`src/rtl/fmap_streamer3.sv`:
```
// fmap_streamer3
// Streams one 3-channel MAP_SIZE x MAP_SIZE feature map from three
// parallel memory banks into a KERNEL x KERNEL x 3 convolution consumer.
// Pixels are read in row-major order and presented on next0..2 with en.
// The streamer also flags which consumer results correspond to windows
// lying fully inside the map, and gives their output-map coordinates.
//
// Ports:
//   clk, rst               clock, synchronous active-high reset
//   start                  one-cycle request to stream a map (ignored while busy)
//   mem_rd, mem_addr       read strobe and row-major address to all banks
//   mem_data0..2           bank read data, valid one cycle after mem_rd
//   next0..2, en           pixel stream and latch enable for the consumer
//   out_valid              consumer result this cycle is a fully-inside window
//   out_row, out_col       output-map coordinate of that window (0 otherwise)
//   busy                   high while reading or draining
//   done                   one-cycle completion pulse
module fmap_streamer3 #(
    parameter int BIT_WIDTH  = 8,
    parameter int MAP_SIZE   = 14,
    parameter int KERNEL     = 5,
    parameter int ADDR_WIDTH = 8,
    parameter int CONV_LAT   = 1
) (
    input  logic                                   clk,
    input  logic                                   rst,
    input  logic                                   start,
    output logic                                   mem_rd,
    output logic [ADDR_WIDTH-1:0]                  mem_addr,
    input  logic signed [BIT_WIDTH-1:0]            mem_data0,
    input  logic signed [BIT_WIDTH-1:0]            mem_data1,
    input  logic signed [BIT_WIDTH-1:0]            mem_data2,
    output logic signed [BIT_WIDTH-1:0]            next0,
    output logic signed [BIT_WIDTH-1:0]            next1,
    output logic signed [BIT_WIDTH-1:0]            next2,
    output logic                                   en,
    output logic                                   out_valid,
    output logic [$clog2(MAP_SIZE-KERNEL+1)-1:0]   out_row,
    output logic [$clog2(MAP_SIZE-KERNEL+1)-1:0]   out_col,
    output logic                                   busy,
    output logic                                   done
);

    localparam int N  = MAP_SIZE * MAP_SIZE;
    localparam int OW = $clog2(MAP_SIZE - KERNEL + 1);
    localparam int RW = $clog2(MAP_SIZE);
    localparam int DW = $clog2(CONV_LAT + 3);

    typedef enum logic [1:0] {IDLE, READ, DRAIN, DONE} state_t;

    state_t state, state_nxt;

    logic [ADDR_WIDTH-1:0] rd_addr;
    logic [RW-1:0]         rd_row, rd_col;
    logic [DW-1:0]         drain_cnt;

    logic                  s1_valid;
    logic [RW-1:0]         s1_row, s1_col;
    logic [RW-1:0]         s2_row, s2_col;

    logic                  win_valid;
    logic [OW-1:0]         win_row, win_col;

    logic [CONV_LAT-1:0]   vpipe;
    logic [OW-1:0]         rpipe [CONV_LAT];
    logic [OW-1:0]         cpipe [CONV_LAT];

    always_ff @(posedge clk) begin
        if (rst) state <= IDLE;
        else     state <= state_nxt;
    end

    // DRAIN lasts CONV_LAT+2 cycles: two for the read/register stages of the
    // last pixel and CONV_LAT for its window flag to reach out_valid.
    always_comb begin
        state_nxt = state;
        mem_rd    = 1'b0;
        mem_addr  = '0;
        busy      = 1'b0;
        done      = 1'b0;
        case (state)
            IDLE: begin
                if (start) state_nxt = READ;
            end
            READ: begin
                mem_rd   = 1'b1;
                mem_addr = rd_addr;
                busy     = 1'b1;
                if (rd_addr == ADDR_WIDTH'(N - 1)) state_nxt = DRAIN;
            end
            DRAIN: begin
                busy = 1'b1;
                if (drain_cnt == DW'(CONV_LAT + 1)) state_nxt = DONE;
            end
            DONE: begin
                done      = 1'b1;
                state_nxt = IDLE;
            end
            default: state_nxt = IDLE;
        endcase
    end

    // Address and pixel row/column advance together, one pixel per READ cycle;
    // outside READ they sit at zero so every run starts at pixel 0.
    always_ff @(posedge clk) begin
        if (rst || state != READ) begin
            rd_addr <= '0;
            rd_row  <= '0;
            rd_col  <= '0;
        end else begin
            rd_addr <= rd_addr + 1'b1;
            if (rd_col == RW'(MAP_SIZE - 1)) begin
                rd_col <= '0;
                rd_row <= rd_row + 1'b1;
            end else begin
                rd_col <= rd_col + 1'b1;
            end
        end
    end

    always_ff @(posedge clk) begin
        if (rst || state != DRAIN) drain_cnt <= '0;
        else                       drain_cnt <= drain_cnt + 1'b1;
    end

    // Stage 1 tracks the cycle the bank data is on the bus; stage 2 is the
    // registered pixel seen by the consumer together with its coordinate.
    always_ff @(posedge clk) begin
        if (rst) begin
            s1_valid <= 1'b0;
            s1_row   <= '0;
            s1_col   <= '0;
            en       <= 1'b0;
            next0    <= '0;
            next1    <= '0;
            next2    <= '0;
            s2_row   <= '0;
            s2_col   <= '0;
        end else begin
            s1_valid <= mem_rd;
            s1_row   <= rd_row;
            s1_col   <= rd_col;
            en       <= s1_valid;
            if (s1_valid) begin
                next0  <= mem_data0;
                next1  <= mem_data1;
                next2  <= mem_data2;
                s2_row <= s1_row;
                s2_col <= s1_col;
            end
        end
    end

    // A window is fully inside once the newest pixel is at least KERNEL-1
    // rows and columns into the map; its output coordinate is its top-left.
    always_comb begin
        win_valid = en && (s2_row >= RW'(KERNEL - 1)) && (s2_col >= RW'(KERNEL - 1));
        win_row   = '0;
        win_col   = '0;
        if (win_valid) begin
            win_row = OW'(s2_row - RW'(KERNEL - 1));
            win_col = OW'(s2_col - RW'(KERNEL - 1));
        end
    end

    // Delay the window flag and coordinate to line up with the consumer result.
    always_ff @(posedge clk) begin
        if (rst) begin
            vpipe <= '0;
            for (int i = 0; i < CONV_LAT; i++) begin
                rpipe[i] <= '0;
                cpipe[i] <= '0;
            end
        end else begin
            vpipe[0] <= win_valid;
            rpipe[0] <= win_row;
            cpipe[0] <= win_col;
            for (int i = 1; i < CONV_LAT; i++) begin
                vpipe[i] <= vpipe[i-1];
                rpipe[i] <= rpipe[i-1];
                cpipe[i] <= cpipe[i-1];
            end
        end
    end

    assign out_valid = vpipe[CONV_LAT-1];
    assign out_row   = rpipe[CONV_LAT-1];
    assign out_col   = cpipe[CONV_LAT-1];

endmodule

```
`config.mk`:
```
export PLATFORM = sky130hd
export DESIGN_NAME = fmap_streamer3
export DESIGN_NICKNAME = d
export VERILOG_FILES = /design/src/rtl/fmap_streamer3.sv
export SDC_FILE = /design/constraint.sdc
export NUM_CORES = 1
export LEC_CHECK = 0
export CAP_MARGIN = 10
export CORE_ASPECT_RATIO = 0.5
export CORE_MARGIN = 2
export CORE_UTILIZATION = 30
export CTS_CLUSTER_SIZE = 24
export DETAILED_ROUTE_END_ITERATION = 10
export GPL_TIMING_DRIVEN = 0
export PLACE_DENSITY = 0.58
export REMOVE_ABC_BUFFERS = 1
export SYNTH_ARGS = -nofsm -noshare
export SYNTH_HDL_FRONTEND = slang
export SYNTH_SLANG_ARGS = --single-unit
```
`constraint.sdc`:
```
create_clock -name clk -period 2 [get_ports clk]
set_input_delay 0.4 -clock clk [delete_from_list [all_inputs] [get_ports clk]]
set_output_delay 0.4 -clock clk [all_outputs]
set_load 0.05 [all_outputs]
```
After elaboration in Yosys (flattened, before gate mapping)
Memories as Yosys holds them, arrays and structs flattened. Cells that the tools add are included. W data, S select, Z words.

Bits in writable memories: 8. Memories: 2. Bits in registers: 63. Word-level logic and storage cells: 63. Output and inout port bits: 45. Input port bits: 27.

Mux-type cells: 17. $lt $le $gt $ge: 2. Add/sub/neg operators: 6. Equality and inequality tests: 11. Reduce and logical (&&, ||, !) cells: 10.

Memory list: cpipe (depth 1, width 4, read ports 1, clocked after memory_dff 0, wr ports 1, RTL line 66) `logic [OW-1:0] cpipe [CONV_LAT];`; rpipe (depth 1, width 4, read ports 1, clocked after memory_dff 0, wr ports 1, RTL line 65) `logic [OW-1:0] rpipe [CONV_LAT];`.

Operator list (number): $mux W4 (4); $add A4 B1 Y4 const B (2); $add A8 B1 Y8 const B (1); $eq A8 B8 Y1 const B (1); $ge A4 B3 Y1 const B (2); $mux W1 (8); $mux W8 (1); $ne A2 B2 Y1 const B (4); $pmux W2 S4 (1); $reduce_or A4 Y1 (2); $sub A4 B3 Y4 const B (2); $eq A2 B2 Y1 const B (3); $mux W2 (3); $eq A4 B4 Y1 const B (1); $reduce_or A2 Y1 (2); $reduce_and A3 Y1 (1); $add A2 B1 Y2 const B (1); $eq A2 B1 Y1 const B (1); $logic_and A1 B1 Y1 (2); $logic_not A2 Y1 (1); $logic_or A1 B1 Y1 (2); $ne A2 B1 Y1 const B (1).

Longest topological paths before layout
Depth after elaboration: 5. Mapped depth: 6. Mapped depth without buffers: 6.

Worst setup path before layout
No wires, ideal clock.

Path type: reg-to-output. Start point: register state[1]. End point: output mem_addr[0]. Arrival time: 1.528 ns. Path buffers: 0. Slack: 0.072 ns. Data required time: 1.600 ns. Stages on the path, launching flop included: 4. Path through: dfxtp_1 > inv_1 > ha_1 > and2_1.

Longest elaborated chain between the ends: 2.

Ends and longest elaborated chain: from (decl) (RTL line 51) `state_t state, state_nxt;`; from (signal assigned) (RTL line 70) `else state <= state_nxt;`; $eq A2 B1 Y1 (RTL line 81) `case (state)`; $mux W8 (RTL line 81); to (decl) (RTL line 29) `output logic [ADDR_WIDTH-1:0] mem_addr,`.

No other way between the ends.

Final worst setup path
Start point: register state[1]. End point: output mem_rd.

Longest elaborated chain between the ends: 2.

Ends and longest elaborated chain: $eq A2 B1 Y1 (RTL line 81); $mux W1 (RTL line 81); to (decl) (RTL line 28) `output logic mem_rd,`.

No other way between the ends.

==> reports/results.md <==
## Status
- complete, no violations — run status

## Timing
- 522 MHz — achievable clock frequency
- no — RSZ-0062 raised after global routing
- 1.92 ns — final critical delay including setup and external delays
- 0 — Hold Vio Cnt, Final
- 0.815 ns — transition at the pin with the smallest max-transition slack
- 0.958 — Final Cycle Share
- 0 — number of endpoints failing setup at the final stage
- 0.456 — Relative slew margins
- 0 — count of final max-slew check failures
- 0.00465 ns — clk_skew

## Yosys
- 30 — Yosys cell types
- 71 — Yosys reg bits
- 0 — Yosys warning total
- 10.4 um2 — average size of a mapped cell
- 251 — count of mapped cells out of synthesis
- dfxtp_1 55%, mux2i_1 13%, nor2_1 7.3% — leading post-synthesis cells by cell area
- 0.545 — share of the yosys chip area belonging to registers
- 2610 um2 — Synth Cell Area
- dfxtp_1 — cell taking the most area after synthesis
- 0.545 — area share of the largest cell type after synthesis

## Drt
- 1,870 — vias
- 0 — count of nets left with antenna violations after detail routing
- 0 — DRC violation count after routing
- 2 — first drt pass iteration count
- 4.24 — vias per cell
- 5110 um — total routed wirelength
- 49 — DRC marker count from the first detailed-route iteration
- 11.6 um — mean routed wirelength per cell

## Placement
- 71 — number of buffers inserted by port buffering
- 0.770 — final weighted congestion in routability-driven placement
- 3570 um — half-perimeter wire length after placement
- 3420 um2 — post-place instance area
- 425 — DP Cell Count

## Flow run
- 0 — number of violations of the max-capacitance limit

## Global routing
- 0 — number of antenna violations at the first check in global routing
- 1,838 — vias in the first global route
- 0.113 — global router's overall resource usage
- 8270 um — global-route wire length before repair
- 47 — maximum number of pins on one net before global-route repair
- 0 — total overflow reported by the global router

## Layout
- 3710 um2 — finished layout cell area
- 0.452 — post-layout util
- 362 — Layout Nets
- 70 x dfxtp_1, 59 x clkdlybuf4s50_1, 51 x nor2_1 — most frequent cells in the layout
- 777 — fillers
- 0.103 — share of post-route cells with drive strength above 1
- 42.2% — post-synthesis to final-layout area growth
- 0 — count of antenna diodes in the layout
- dfxtp_1 — most common library cell in the layout ignoring fill and taps
- 441 — Final Instance Count excl. Fillers

## Pwr
- 1100 nW/um2 — power density relative to cell area
- 1.39 nW — leakage power
- 0.440 mV — worst-case vdd ir drop

## Die
- 9490 um2 — total die area
- 23 — number of standard-cell rows in the floorplan
- 72 — Top-Level Pins
- 8200 um2 — core outline area
- 69.9 um — die height
- 0.318 — initial cell density of the core
- 136 um — overall die width

## Worst setup path
- flip-flop — critical path startpoint category
- reg -> out — Worst Path Class, Setup
- rd_addr[1] — worst r2r src
- 11 — critical path peak fanout
- state[1] — launch point of the critical path
- 1.52 ns — data arrival time at the worst-slack endpoint
- output pin — CP Capture Type
- 1.60 ns — required time worst endpoint

## Clock network
- 71 — sink count of the clock tree
- built — TritonCTS clock tree
- 9 — number of buffers created by CTS
- 0.32 ns — later-pin clock latency in the skew report
- 0 — number of buffers added to fix hold violations after cts
- 0 — setup fix buffers added after clock tree synthesis
- 0.05 ns — clock-pin slew on the worst setup and hold paths
- 3 — maximum level of the CTS H-tree
- 2 — largest buffer count on any clock path
- clkbuf_16 — clock tree root driver cell

## Min path
- reg -> reg — Hold/Removal Path Class
- drain_cnt[0] — launch point of the worst hold path

cells in the mapped netlist:
cell type and n:
nor3_1 1, nand2_1 5, buf_6 1, buf_2 3, a21o_2 1, dfxtp_1 71
xnor2_1 3, nor3b_2 1, or3b_4 1, nor2b_1 8, or3_2 1, nand3_1 7
inv_1 12, nand2b_1 2, and2_1 12, a22oi_1 1, mux2i_1 33, clkbuf_1 5
nor2_1 51, buf_4 1, or4b_1 1, o41ai_4 1, nor3_2 1, xor2_1 5
nand4_1 1, or3_1 2, ha_1 11, a21oi_1 5, o21ai_0 3, and2_2 1
repair_timing:
action	4_1_cts	5_1_grt
endpoints found under the setup margin	11	3
gates cloned	0	0
gates resized for setup	32	4
final timing paths:
| check | end | slack, ns | cells past startpoint |
|---|---|---|---|
| max reg2reg | state[0] | 0.40 | 5 |
| min reg2reg | drain_cnt[0] | 0.42 | 1 |
| min | drain_cnt[0] | 0.42 | 1 |
| max | mem_rd | 0.08 | 3 |
worst max-delay path: stages (launching register included):
cell             delay (ns)
dfxtp_1                0.33
inv_1                  0.13
ha_4                   0.22
clkdlybuf4s15_1        0.52
per-layer routing:
layer  global-route usage  vias up  routed length [um]
met4               0.0521        0                  53
met1                0.122      870                2290
li1                     -      960                   -
met5                    0        -                   0
met3               0.0436        7                 222
met2                0.195       33                2540
area by class of cell:
cell class	instances	area, um2	share of cell area
clock buffer	13	260	0.0702
clock inverter	3	17.5	0.00473
inverter	12	45.0	0.0122
multi-input combinational	158	1100	0.297
sequential	71	1420	0.384
tap	112	140	0.0378
timing repair buffer	72	721	0.194
through the flow:
stage | hold WS, ns | TNS (ns) | total power, mW | worst slack [ns]
after global placement | 0.401 | -37.20 | 2.63 | -1.02
after floorplan | 0.392 | 0 | 2.33 | 0.0715
after detailed placement | 0.405 | -2.03 | 2.66 | -0.242
after CTS | 0.420 | -0.0479 | 4.13 | -0.0479
final | 0.415 | 0 | 4.06 | 0.0842
after global routing | 0.446 | 0 | 4.26 | 0.000590
cell families after synthesis:
kind of cell,count (synthesis),synth area share
muxes,33,0.127
and+or+nand+nor,95,0.179
AOI/OAI and AO/OA,11,0.0322
adders and majority gates,11,0.0528
buffers and inverters,22,0.0374
xor gates and xnor gates,8,0.0269
DFF,71,0.545
report_power, final:
| part | total (mW) | internal [mW] | leakage (nW) | switching (mW) |
|---|---|---|---|---|
| combinational | 1.02 | 0.394 | 0.678 | 0.627 |
| clock | 1.44 | 0.902 | 0.136 | 0.542 |
| sequential | 1.60 | 1.52 | 0.575 | 0.0744 |
registers in the layout, indices dropped and copies added (netlist names):
name       flops
en             1
s1_valid       1
s2_col         4
s1_col         4
rd_col         4
s1_row         4
state          2
next0          8
next2          8
next1          8
s2_row         4
rpipe          4
drain_cnt      2
rd_addr        8
rd_row         4
cpipe          4
out_valid      1
Note: power is estimated with default switching activity, not from simulation.
